$ cat config.mk
export PLATFORM = sky130hd
export DESIGN_NAME = div_issue_ctrl
export DESIGN_NICKNAME = d
export VERILOG_FILES = /design/src/rtl/rv32i_types.sv /design/src/rtl/div_special_case.sv /design/src/rtl/div_issue_ctrl.sv
export SDC_FILE = /design/constraint.sdc
export NUM_CORES = 1
export LEC_CHECK = 0
export ABC_CLOCK_PERIOD_IN_PS = 2600
export CORE_ASPECT_RATIO = 0.5
export CORE_UTILIZATION = 39
export CTS_CLUSTER_DIAMETER = 80
export DETAILED_ROUTE_END_ITERATION = 8
export PLACE_DENSITY_LB_ADDON = 0.15
export SYNTH_ARGS = -nofsm -noshare
export SYNTH_HDL_FRONTEND = slang
export SYNTH_SLANG_ARGS = --single-unit
$ cat constraint.sdc
create_clock -name clk -period 2.6 [get_ports clk]
set_input_delay 0.78 -clock clk [delete_from_list [all_inputs] [get_ports clk]]
set_output_delay 0.78 -clock clk [all_outputs]
set_load 0.005 [all_outputs]
$ cat src/rtl/rv32i_types.sv
// rv32i_types: shared RV32I/M type definitions.
// Holds the M-extension funct3 encodings, the divide issue controller
// state type, the result record it broadcasts on the CDB, and small
// helpers that decode the divide-group funct3 values.
package rv32i_types;

  // M-extension funct3 encodings.
  typedef enum logic [2:0] {
    mult_div_f3_mul    = 3'b000,
    mult_div_f3_mulh   = 3'b001,
    mult_div_f3_mulhsu = 3'b010,
    mult_div_f3_mulhu  = 3'b011,
    mult_div_f3_div    = 3'b100,
    mult_div_f3_divu   = 3'b101,
    mult_div_f3_rem    = 3'b110,
    mult_div_f3_remu   = 3'b111
  } mult_div_f3_t;

  // Core-wide tag widths; the result record is sized to match them.
  localparam int CORE_PD_BITS  = 6;
  localparam int CORE_ROB_BITS = 5;

  typedef enum logic [1:0] {
    IDLE  = 2'd0,
    START = 2'd1,
    BUSY  = 2'd2,
    DONE  = 2'd3
  } div_ctrl_state_t;

  typedef struct packed {
    logic [31:0]              rd_v;
    logic [CORE_PD_BITS-1:0]  pd;
    logic [CORE_ROB_BITS-1:0] rob_idx;
  } div_result_t;

  // div/rem are signed (funct3[0]==0); divu/remu are unsigned.
  function automatic logic div_is_signed(input logic [2:0] f3);
    return ~f3[0];
  endfunction

  // rem/remu return the remainder (funct3[1]==1).
  function automatic logic div_is_rem(input logic [2:0] f3);
    return f3[1];
  endfunction

  // Extend a 32-bit operand into the divider's 33-bit signed domain.
  function automatic logic [32:0] div_extend(input logic [31:0] v, input logic sgn);
    return {sgn & v[31], v};
  endfunction

endpackage

$ cat src/rtl/div_special_case.sv
// div_special_case: combinational detection of the RISC-V divide special
// cases that are resolved without running the divider.
//   funct3         : divide-group funct3 of the request
//   rs1, rs2       : raw request operands
//   is_special     : op is divide-by-zero or signed overflow
//   special_result : architectural result for that case
module div_special_case
  import rv32i_types::*;
(
  input  logic [2:0]  funct3,
  input  logic [31:0] rs1,
  input  logic [31:0] rs2,
  output logic        is_special,
  output logic [31:0] special_result
);

  always_comb begin
    is_special     = 1'b0;
    special_result = '0;
    if (funct3[2]) begin
      if (rs2 == 32'h0) begin
        // Divide by zero: quotient all ones, remainder is the dividend.
        is_special     = 1'b1;
        special_result = div_is_rem(funct3) ? rs1 : 32'hFFFF_FFFF;
      end else if (div_is_signed(funct3) && (rs1 == 32'h8000_0000) &&
                   (rs2 == 32'hFFFF_FFFF)) begin
        // Most-negative / -1 overflows: quotient wraps, remainder is 0.
        is_special     = 1'b1;
        special_result = div_is_rem(funct3) ? 32'h0 : 32'h8000_0000;
      end
    end
  end

endmodule

$ cat src/rtl/div_issue_ctrl.sv
// div_issue_ctrl: issue/sequencing controller for the shared 33-bit
// iterative divider. Accepts one div/divu/rem/remu op at a time, resolves
// special cases locally, otherwise starts the divider and waits out its
// latency, then holds the tagged result on the CDB until granted.
//   req_*          : op from the MUL/DIV reservation station (valid/ready)
//   div_start/abort: divider control; div_a/div_b extended operands
//   div_complete, div_quotient, div_remainder : divider results
//   cdb_*          : result broadcast, held until cdb_grant
//   flush          : abort any in-flight op; busy : controller not idle
module div_issue_ctrl
  import rv32i_types::*;
#(
  parameter int PHYS_REG_BITS = CORE_PD_BITS,
  parameter int ROB_IDX_BITS  = CORE_ROB_BITS,
  parameter int DIV_CYCLES    = 34
) (
  input  logic                     clk,
  input  logic                     rst,
  input  logic                     flush,
  input  logic                     req_valid,
  output logic                     req_ready,
  input  logic [2:0]               req_funct3,
  input  logic [31:0]              req_rs1_v,
  input  logic [31:0]              req_rs2_v,
  input  logic [PHYS_REG_BITS-1:0] req_pd,
  input  logic [ROB_IDX_BITS-1:0]  req_rob_idx,
  output logic                     div_start,
  output logic                     div_abort,
  output logic [32:0]              div_a,
  output logic [32:0]              div_b,
  input  logic                     div_complete,
  input  logic [32:0]              div_quotient,
  input  logic [32:0]              div_remainder,
  output logic                     cdb_valid,
  input  logic                     cdb_grant,
  output logic [31:0]              cdb_rd_v,
  output logic [PHYS_REG_BITS-1:0] cdb_pd,
  output logic [ROB_IDX_BITS-1:0]  cdb_rob_idx,
  output logic                     busy
);

  localparam int CNT_BITS = $clog2(DIV_CYCLES + 1);

  div_ctrl_state_t     state_reg, state_next;
  logic [CNT_BITS-1:0] cnt_reg, cnt_next;
  logic [2:0]          f3_reg, f3_next;
  logic [31:0]         rs1_reg, rs1_next;
  logic [31:0]         rs2_reg, rs2_next;
  div_result_t         result_reg, result_next;

  logic        is_special;
  logic [31:0] special_result;
  logic        accept;
  logic        in_divider;

  // Upper divider result bits carry only the sign extension.
  logic unused_bits;
  assign unused_bits = ^{div_quotient[32], div_remainder[32], f3_reg[2]};

  div_special_case u_special (
    .funct3         (req_funct3),
    .rs1            (req_rs1_v),
    .rs2            (req_rs2_v),
    .is_special     (is_special),
    .special_result (special_result)
  );

  assign accept     = req_valid && (state_reg == IDLE) && !flush && !rst;
  assign in_divider = (state_reg == START) || (state_reg == BUSY);

  always_comb begin
    state_next  = state_reg;
    cnt_next    = cnt_reg;
    f3_next     = f3_reg;
    rs1_next    = rs1_reg;
    rs2_next    = rs2_reg;
    result_next = result_reg;
    case (state_reg)
      IDLE: begin
        if (accept) begin
          f3_next             = req_funct3;
          rs1_next            = req_rs1_v;
          rs2_next            = req_rs2_v;
          result_next.pd      = req_pd;
          result_next.rob_idx = req_rob_idx;
          if (is_special) begin
            result_next.rd_v = special_result;
            state_next       = DONE;
          end else begin
            state_next = START;
          end
        end
      end
      START: begin
        cnt_next   = CNT_BITS'(DIV_CYCLES - 1);
        state_next = BUSY;
      end
      BUSY: begin
        // The divider reports complete while idle, so complete is only
        // trusted once the minimum latency has elapsed.
        if (cnt_reg != '0) begin
          cnt_next = cnt_reg - CNT_BITS'(1);
        end else if (div_complete) begin
          result_next.rd_v = div_is_rem(f3_reg) ? div_remainder[31:0]
                                                : div_quotient[31:0];
          state_next       = DONE;
        end
      end
      DONE: begin
        if (cdb_grant) begin
          state_next = IDLE;
        end
      end
      default: state_next = IDLE;
    endcase
    // Flush wins; a simultaneous grant in DONE still counts as broadcast.
    if (flush) begin
      state_next = IDLE;
    end
  end

  always_ff @(posedge clk) begin
    if (rst) begin
      state_reg  <= IDLE;
      cnt_reg    <= '0;
      f3_reg     <= '0;
      rs1_reg    <= '0;
      rs2_reg    <= '0;
      result_reg <= '0;
    end else begin
      state_reg  <= state_next;
      cnt_reg    <= cnt_next;
      f3_reg     <= f3_next;
      rs1_reg    <= rs1_next;
      rs2_reg    <= rs2_next;
      result_reg <= result_next;
    end
  end

  always_comb begin
    req_ready   = 1'b0;
    busy        = 1'b0;
    div_start   = 1'b0;
    div_a       = '0;
    div_b       = '0;
    cdb_valid   = 1'b0;
    cdb_rd_v    = '0;
    cdb_pd      = '0;
    cdb_rob_idx = '0;
    // Abort also covers reset so the divider never survives a core reset.
    div_abort   = rst || (flush && in_divider);
    if (!rst) begin
      req_ready = (state_reg == IDLE);
      busy      = (state_reg != IDLE);
      div_start = (state_reg == START) && !flush;
      if (in_divider) begin
        div_a = div_extend(rs1_reg, div_is_signed(f3_reg));
        div_b = div_extend(rs2_reg, div_is_signed(f3_reg));
      end
      if (state_reg == DONE) begin
        cdb_valid   = 1'b1;
        cdb_rd_v    = result_reg.rd_v;
        cdb_pd      = result_reg.pd;
        cdb_rob_idx = result_reg.rob_idx;
      end
    end
  end

endmodule

==> results by group <==
STA
  • Clk_skew: around 0.0085 ns
  • Slew @ Worst Pin: around 0.61 ns
  • Tcrit/Tclk final: 106%
  • Hold Vio Cnt, Final: 0
  • RSZ-0062 raised after global routing: true
  • Maximum achievable frequency: between 300 and 400 MHz
  • Final count of pins violating max slew: 0
  • Clock period minus worst slack: roughly 2.8 ns
  • PnR worst setup slack: -0.165 ns
  • Relative slew slack: approximately three fifths
  • Number of setup violations in the final report: 81

Worst setup path
  • Crit path required time: about 1.8 ns
  • CP max FO: 7
  • Setup Crit Path Kind: reg -> out
  • Reg2Reg Setup Slack: around 0.040 ns
  • Worst r2r dst: state_reg[1]$_SDFFE_PP0P_
  • CP Capture Type: primary output
  • CP startpoint kind: flip-flop
  • Setup crit start: state_reg[0]$_SDFFE_PP0P_
  • FF-to-FF Start: state_reg[0]$_SDFFE_PP0P_
  • R2R depth: 11
  • Worst EP arrival: just under 2 ns
  • CP endpoint: div_a[24]

Route
  • Via/cell ratio: between 5 and 6
  • Residual DRC: 0
  • Vias post-DR: between 7,000 and 8,000
  • Routed wire length: between 20,000 and 30,000 um
  • Final ANT Viol Nets: 0
  • DR WL/cell: around 19 um
  • TritonRoute pass-1 iters: 5
  • Starting DRT DRC Count: about 650

Floorplanning
  • Initial Utilization: between 40% and 50%
  • DIE WIDTH: about 180 um
  • I/O pin total: around 260
  • Chip height: around 92 um
  • Row count: 32
  • Core Footprint: ~0.016 mm^2
  • Die footprint: 0.0166 mm^2

Power
  • VDD IR max: 0.000472 V
  • PwrDens: ~440 mW/mm^2
  • Lkg Pwr: 0.00526 uW
  • Tot Pwr: just under 5000 uW

CTS
  • H-tree Lvls: 4
  • Clock Tree Buf Depth: 2
  • Clock Latency Late Sink: around 0.41 ns
  • Clk sinks: ~120
  • CTS Buf Count: 17
  • # hold bufs at CTS: 0
  • CTS tree: yes
  • Clk root buf: clkbuf_16
  • Reg clk slew, reported paths: around 0.06 ns

Place
  • Final GP Congestion: 0.895
  • Placed Cells: 1,296
  • Dpl hpwl: between 15,000 and 20,000 um
  • PortBufs: 261

Logic synthesis
  • Post-synthesis sequential area ratio: 37.4%
  • Post-Syn Instances: 800
  • Synth Area in Adders: 1.40%
  • Compound-cell area share of the yosys netlist: a little under a fifth
  • Yosys top cell area share: around 37%
  • Yosys cell types: 46
  • Area contributors post-synth: dfxtp_1 (37%), o21ai_0 (7.8%), nand2_1 (7.7%)
  • Top_reg_cell synth: dfxtp_1
  • EDFF count, synth: 0
  • Synth area leader: dfxtp_1
  • Most frequent cells after synthesis: nand2_1 (128), dfxtp_1 (117), o21ai_0 (98)
  • Cell Area, Synth: 0.00626 mm^2
  • Register bit total from synthesis: roughly 120
  • Top-count cell post-synth: nand2_1
  • Syn nets: between 900 and 1,000
  • Syn Area/Cell: a little under 8 um^2
  • Xor and xnor area share after synthesis: 0.419%
  • Yosys warnings: 0
  • Async set-or-reset flop fraction in the synthesized netlist: 0%
  • Largest family of logic cells by synthesized area: simple AND/OR/NAND/NOR gates
  • Mux cell area share after synthesis: roughly 5.9%
  • Synth Area in Simple Gates: between 30% and 40%

Global routing
  • Tot GR Track Use: ~29%
  • Global-route wire length before repair: approximately 37,000 um
  • Largest net degree at the start of global routing: 78
  • Vias in the first global route: ~7,000
  • Grt ovf: 0
  • Antenna violations before repair: 1

Layout
  • Nets: approximately 1,300
  • Fin cells: around 1,400
  • Layout area overhead: 79.7%
  • Share of cells above drive strength 1: between 30% and 40%
  • FILL cells: about 1,200
  • Max reg flops: 43

Hold path
  • HP Class: reg -> reg

Status
  • Failing checks: setup timing
  • Outcome: complete, but fails checks

Job
  • Maximum Capacitance Violations: 0
-- how the worst min path moves through the flow --
stage | start | to | slack (ns) | depth (start not counted)
after floorplan | rs1_reg[22]$_SDFFE_PP0P_ | rs1_reg[22]$_SDFFE_PP0P_ | 0.43 | 2
after global placement | rs1_reg[30]$_SDFFE_PP0P_ | rs1_reg[30]$_SDFFE_PP0P_ | 0.44 | 2
after detailed placement | rs1_reg[28]$_SDFFE_PP0P_ | rs1_reg[28]$_SDFFE_PP0P_ | 0.45 | 2
after CTS | rs1_reg[28]$_SDFFE_PP0P_ | rs1_reg[28]$_SDFFE_PP0P_ | 0.46 | 2
after global routing | rs1_reg[26]$_SDFFE_PP0P_ | rs1_reg[26]$_SDFFE_PP0P_ | 0.48 | 2
final | rs1_reg[26]$_SDFFE_PP0P_ | rs1_reg[26]$_SDFFE_PP0P_ | 0.46 | 2
-- cell type report --
| type | instances | area [um^2] | share of cell area [%] |
|---|---|---|---|
| inverter | 9 | 41.3 | 0.367 |
| clock inverter | 12 | 106 | 0.945 |
| tap | 204 | 255 | 2.27 |
| antenna | 1 | 2.50 | 0.0222 |
| timing repair buffer | 414 | 4130 | 36.7 |
| sequential | 117 | 2340 | 20.8 |
| clock buffer | 20 | 457 | 4.06 |
| multi-input combinational | 605 | 3920 | 34.8 |
-- logic make-up (layout without fill, tap and decap cells) --
logic type	count (synthesis)	count (layout)
compound gates	186	186
xor+xnor	3	3
fa+ha+maj	7	7
buf+inv	78	455
flops	117	117
mux	34	34
other cells	0	1
simple gates	375	375
-- metrics by stage --
step | utilization, % | setup TNS [ns] | hold slack [ns] | setup WS (ns) | area (um^2)
after CTS | 68.6 | -10.09 | 0.458 | -0.200 | 10700
after global placement | 62.3 | -40.67 | 0.443 | -0.854 | 9670
final | 72.5 | -6.55 | 0.459 | -0.165 | 11300
after global routing | 72.5 | -13.15 | 0.477 | -0.244 | 11300
after detailed placement | 62.3 | -42.41 | 0.451 | -0.931 | 9670
after floorplan | - | -3.44 | 0.431 | -0.120 | 6280
-- layout by cell type, fill, tap and decap left out, types with 11 or more instances in the layout --
master	Yosys	final
nand2b_1	67	67
a21oi_1	43	31
dfxtp_1	117	115
nor2_1	33	30
and2_1	64	38
a311oi_1	16	11
and3_1	32	31
buf_2	0	39
dlymetal6s2s_1	0	47
mux2_2	21	21
clkdlybuf4s15_2	0	14
mux2i_1	13	13
clkbuf_16	0	21
buf_4	2	104
buf_6	5	47
nand2_1	128	121
a211oi_2	10	11
clkdlybuf4s50_1	0	107
o21ai_0	98	96
dlygate4sd2_1	0	23
and2_4	0	27
-- per-layer routing --
layer,vias to the layer above,share of wire [%],global-route usage [%]
li1,3493,-,-
met5,-,0,0
met1,3499,42,36.2
met2,328,48,48.3
met3,47,8.4,7.90
met4,0,2.0,6.57
-- report_power, final --
group	leakage, uW	total, uW	internal (uW)	switching [uW]
Clock	0.000268	2240	1360	881
Combinational	0.00404	785	445	340
Sequential	0.000954	1910	1870	40.4
Total	0.00526	4940	3680	1260
-- what timing repair did --
item,in CTS,in global routing
cloned,10,8
pin swaps,35,24
resized for setup,397,136
setup buffers,19,23
setup endpoints to repair,146,141
-- critical path, cell delays in order, from the launching register on --
cell and delay (ns):
dfxtp_2 0.33, inv_2 0.05, ha_4 0.28, nor2b_4 0.25
buf_8 0.15, buf_16 0.10, buf_8 0.10, buf_6 0.09
and2_4 0.13, buf_6 0.09
(Power assumes the default switching activity.)
